===== config.mk =====
export PLATFORM = sky130hd
export DESIGN_NAME = instr_fetch_queue
export DESIGN_NICKNAME = d
export VERILOG_FILES = /design/src/rtl/instr_fetch_queue.sv
export SDC_FILE = /design/constraint.sdc
export NUM_CORES = 1
export LEC_CHECK = 0
export CORE_UTILIZATION = 25
export DETAILED_ROUTE_END_ITERATION = 8
export HOLD_SLACK_MARGIN = 0.06
export MAX_ROUTING_LAYER = met4
export PLACE_DENSITY = 0.53
export SLEW_MARGIN = 30
export SYNTH_ARGS = -nofsm -noshare
export SYNTH_HDL_FRONTEND = slang
export SYNTH_SLANG_ARGS = --single-unit
export TNS_END_PERCENT = 1

===== constraint.sdc =====
create_clock -name clk_i -period 3.7 [get_ports clk_i]
set_input_delay 0.925 -clock clk_i [delete_from_list [all_inputs] [get_ports clk_i]]
set_output_delay 0.925 -clock clk_i [all_outputs]
set_load 0.1 [all_outputs]

===== src/rtl/instr_fetch_queue.sv =====
// Instruction fetch queue: drives the I-cache fetch PC and buffers {pc, instr} for decode.
// Optional macro FETCHQ_BYPASS_EN forwards a fetch straight to decode when the queue is empty.
module instr_fetch_queue #(
  parameter int          DEPTH    = 4,
  parameter logic [29:0] RESET_PC = 30'h0
) (
  input  logic                     clk_i,
  input  logic                     rst_i,
  output logic [31:2]              cache_address_o,
  output logic                     cache_req_o,
  input  logic                     cache_blocking_n_i,
  input  logic [31:2]              cache_instr_i,
  input  logic                     branching_i,
  input  logic [31:2]              branch_target_i,
  input  logic                     stall_i,
  output logic                     valid_o,
  output logic [31:2]              instr_o,
  output logic [31:2]              pc_o,
  output logic [$clog2(DEPTH):0]   count_o
);

  localparam int PW = $clog2(DEPTH);
  localparam int CW = PW + 1;

  typedef struct packed {
    logic [29:0] pc;
    logic [29:0] instr;
  } entry_t;

  entry_t          mem [DEPTH];
  logic [29:0]     fetch_pc;
  logic [PW-1:0]   wr_ptr;
  logic [PW-1:0]   rd_ptr;
  logic [CW-1:0]   count;
  logic            empty;
  logic            full;
  logic            pop;
  logic            push;
  logic            bypass;
  logic            wr_en;

  assign empty = (count == '0);
  assign full  = (count == CW'(DEPTH));
  assign pop   = !empty && !stall_i && !branching_i;

  // Reset gating keeps the request low while rst_i is held.
  assign cache_req_o     = rst_i && !branching_i && (!full || pop);
  assign cache_address_o = fetch_pc;
  assign push            = cache_req_o && cache_blocking_n_i;

`ifdef FETCHQ_BYPASS_EN
  assign bypass = empty && push && !stall_i;
`else
  assign bypass = 1'b0;
`endif

  assign wr_en   = push && !bypass;
  assign valid_o = !empty || bypass;
  assign count_o = count;

  always_comb begin
    instr_o = '0;
    pc_o    = '0;
    unique case (1'b1)
      bypass: begin
        instr_o = cache_instr_i;
        pc_o    = fetch_pc;
      end
      !empty: begin
        instr_o = mem[rd_ptr].instr;
        pc_o    = mem[rd_ptr].pc;
      end
      default: ;
    endcase
  end

  always_ff @(posedge clk_i or negedge rst_i) begin
    if (!rst_i) begin
      fetch_pc <= RESET_PC;
      wr_ptr   <= '0;
      rd_ptr   <= '0;
      count    <= '0;
      for (int i = 0; i < DEPTH; i++)
        mem[i] <= '0;
    end else if (branching_i) begin
      fetch_pc <= branch_target_i;
      wr_ptr   <= '0;
      rd_ptr   <= '0;
      count    <= '0;
    end else begin
      if (wr_en) begin
        mem[wr_ptr] <= '{pc: fetch_pc, instr: cache_instr_i};
        wr_ptr      <= wr_ptr + 1'b1;
      end
      if (pop)
        rd_ptr <= rd_ptr + 1'b1;
      if (push)
        fetch_pc <= fetch_pc + 30'd1;
      count <= count + CW'(wr_en) - CW'(pop);
    end
  end

endmodule


==> impl_metrics.json <==
{
  "avgViaCountPerCell": 4.61,
  "die_x_um": 228,
  "rrSetupSlack_ns": 1.19,
  "synthMuxAreaShare_pct": 30.7,
  "clk_pin_slew_ns": 0.06,
  "initial_core_util_pct": 25.4,
  "min_period_ns": 3.55,
  "synthSimpleGateAreaFrac_pct": 7.69,
  "setup_violations": 0,
  "final.period_utilization_pct": 95.9,
  "overflow": 0,
  "ys_ff_latch": 277,
  "power.density_mw_per_mm2": 840,
  "route.detailed.drc": 0,
  "synth.avg_cell_area_sq_um": 14.0,
  "status": "completed",
  "fillers": 5014,
  "wl_per_cell_um": 19.5,
  "htree_levels": 1,
  "io_pins": 160,
  "leakage_nw": 7.20,
  "ys.flop_type": "dfrtp_1",
  "area_growth_syn_to_layout_pct": 28.2,
  "maxCapViolCount": 0,
  "die-area_sq_mm": 0.0521,
  "postSynthCellCount": 914,
  "netlist_area_sq_mm": 0.0128,
  "dr.first_iter.drc_count": 512,
  "min_path_type": "in2async",
  "crit_start": "rd_ptr[0]",
  "numPortBuffers": 159,
  "postPlaceCellArea_sq_mm": 0.0154,
  "dr.pass1.iters": 4,
  "grt_pass1_vias": 8668,
  "cp_max_fo": 24,
  "critPathRequiredTime_ns": 2.77,
  "antenna_found_initial": 2,
  "fin_nets": 1140,
  "synth_enable_flop_cells": 0,
  "dp_cells": 1706,
  "max_slew.worst_pin.slew_ns": 0.866,
  "cp-start-kind": "flip-flop",
  "r2r-end": "count_o[2]",
  "cts_tree": "yes",
  "slew_headroom_pct": 41.8,
  "async_reset_ff_share_pct": 100,
  "finalMaxSlewViolations": 0,
  "drtAntennaViolNets": 0,
  "routed_wl_um": 34300,
  "synth-compound-area-share_pct": 3.65,
  "cp-end-kind": "primary output",
  "grt_max_degree": 79,
  "finalClockSkew_ns": 0.0309,
  "grt_usage_pct": 13.7,
  "irDropWorstVdd_mv": 0.382,
  "yosysWarningCount": 0,
  "place_congestion": 0.735,
  "yosysSeqAreaShare_pct": 54.1,
  "r2r_start": "count_o[1]",
  "cts_buffers": 31,
  "cp.arrival_ns": 2.62,
  "synth_nets": 987,
  "max_freq_mhz": 282,
  "design_area_sq_mm": 0.0164,
  "rsz0062_at_grt": "false",
  "grt_pass1_wl_um": 54000,
  "reg2reg_depth": 11,
  "clkSinkCount": 277,
  "ys_types": 40,
  "critPathKind": "reg2out",
  "hpwl_um": 23000,
  "clock_path_buffers": 3,
  "die_h_um": 228,
  "layout_commonest_cell": "dfrtp_1",
  "drive_gt1_share_pct": 43.3,
  "stdcell_count": 1760,
  "cts_resized": 0,
  "synth_top_family_by_area": "multiplexers",
  "coreArea_sq_mm": 0.0504,
  "final-hold-violation-count": 0,
  "core.rowCount": 82,
  "synth-adder-area-share_pct": 0.841,
  "mostFrequentLayoutCells": "dfrtp_1, mux2_2, buf_4",
  "vias": 8113,
  "postCtsSetupBuffers": 0,
  "synth-xor-area-share_pct": 0.547,
  "clock_latency_ns": 0.59,
  "cts-root-buf": "clkbuf_16",
  "cts_hold_buf": 0
}
[worst max path at each step]
stage	slack [ns]	to	cells past startpoint
global placement	0.37	cache_address_o[21]	7
floorplan	-0.11	instr_o[10]	3
CTS	0.07	instr_o[23]	4
global route	0.02	instr_o[23]	4
finish	0.15	instr_o[23]	4
detailed placement	0.29	cache_address_o[4]	7
[flip-flops by register name (all words and copies together) (netlist names)]
name	flops
count_o	3
mem	240
rd_ptr	2
cache_address_o	30
wr_ptr	2
[through the flow]
step	hold slack (ns)	setup slack, ns	total power [mW]	util (%)	TNS (ns)
2_1_floorplan	0.445	-0.113	9.01	-	-6.54
5_1_grt	0.496	0.0160	14.5	32.6	0
3_3_place_gp	0.457	0.374	10.9	30.6	0
4_1_cts	0.484	0.0715	14.0	32.6	0
6_report	0.476	0.151	13.8	32.6	0
3_5_place_dp	0.470	0.291	11.0	30.6	0
[logic make-up after synthesis]
kind of cell | count (synthesis)
adders and majority gates | 8
and+or+nand+nor | 187
buffers and inverters | 76
xor gates and xnor gates | 8
muxes | 289
DFF | 277
AOI/OAI and AO/OA | 69
[power breakdown]
part           internal (mW)  total [mW]  leakage (nW)  switching [mW]
clock network           1.74        2.98         0.488            1.24
logic                   2.31        6.53          3.12            4.22
registers               3.77        4.28          3.59           0.510
[critical path, stage by stage (launching register included)]
cell and delay [ns]:
dfrtp_4 0.73, buf_12 0.31, mux4_2 0.53, nor2b_1 0.18, buf_4 0.27
[final cells by class]
class | count | area, sq um | share of cell area (%)
multi-input cells | 561 | 5610 | 34.2
flip-flops and latches | 277 | 6940 | 42.3
well taps | 672 | 841 | 5.12
clock inverters | 8 | 80.1 | 0.488
repair buffers | 185 | 2000 | 12.2
clock buffers | 45 | 898 | 5.47
inverters | 11 | 41.3 | 0.252
diodes | 1 | 2.50 | 0.0152
[synth_stat cells, drive strengths merged (3+ instances only)]
master,instances,share of area [%]
nor2,19,0.56
nand3,20,0.78
buf,21,0.81
nand4,10,0.49
xor2,5,0.34
clkbuf,44,1.3
mux4,60,11
o311ai,17,1.2
dfrtp,277,54
xnor2,3,0.21
a31oi,5,0.24
nor3,6,0.32
and3,3,0.15
o21ai,29,1.1
nand2,57,1.7
nor2b,61,3.0
o211ai,11,0.65
or3,3,0.15
ha,7,0.68
inv,11,0.32
mux2,228,20
[metal layers]
layer	up-vias	part of all wire [%]	track usage, %
met5	-	0	-
met1	4245	45	18.1
li1	3662	-	-
met3	38	5.0	2.53
met2	168	48	21.9
met4	0	1.6	2.54
Note: power is estimated with default switching activity, not from simulation.
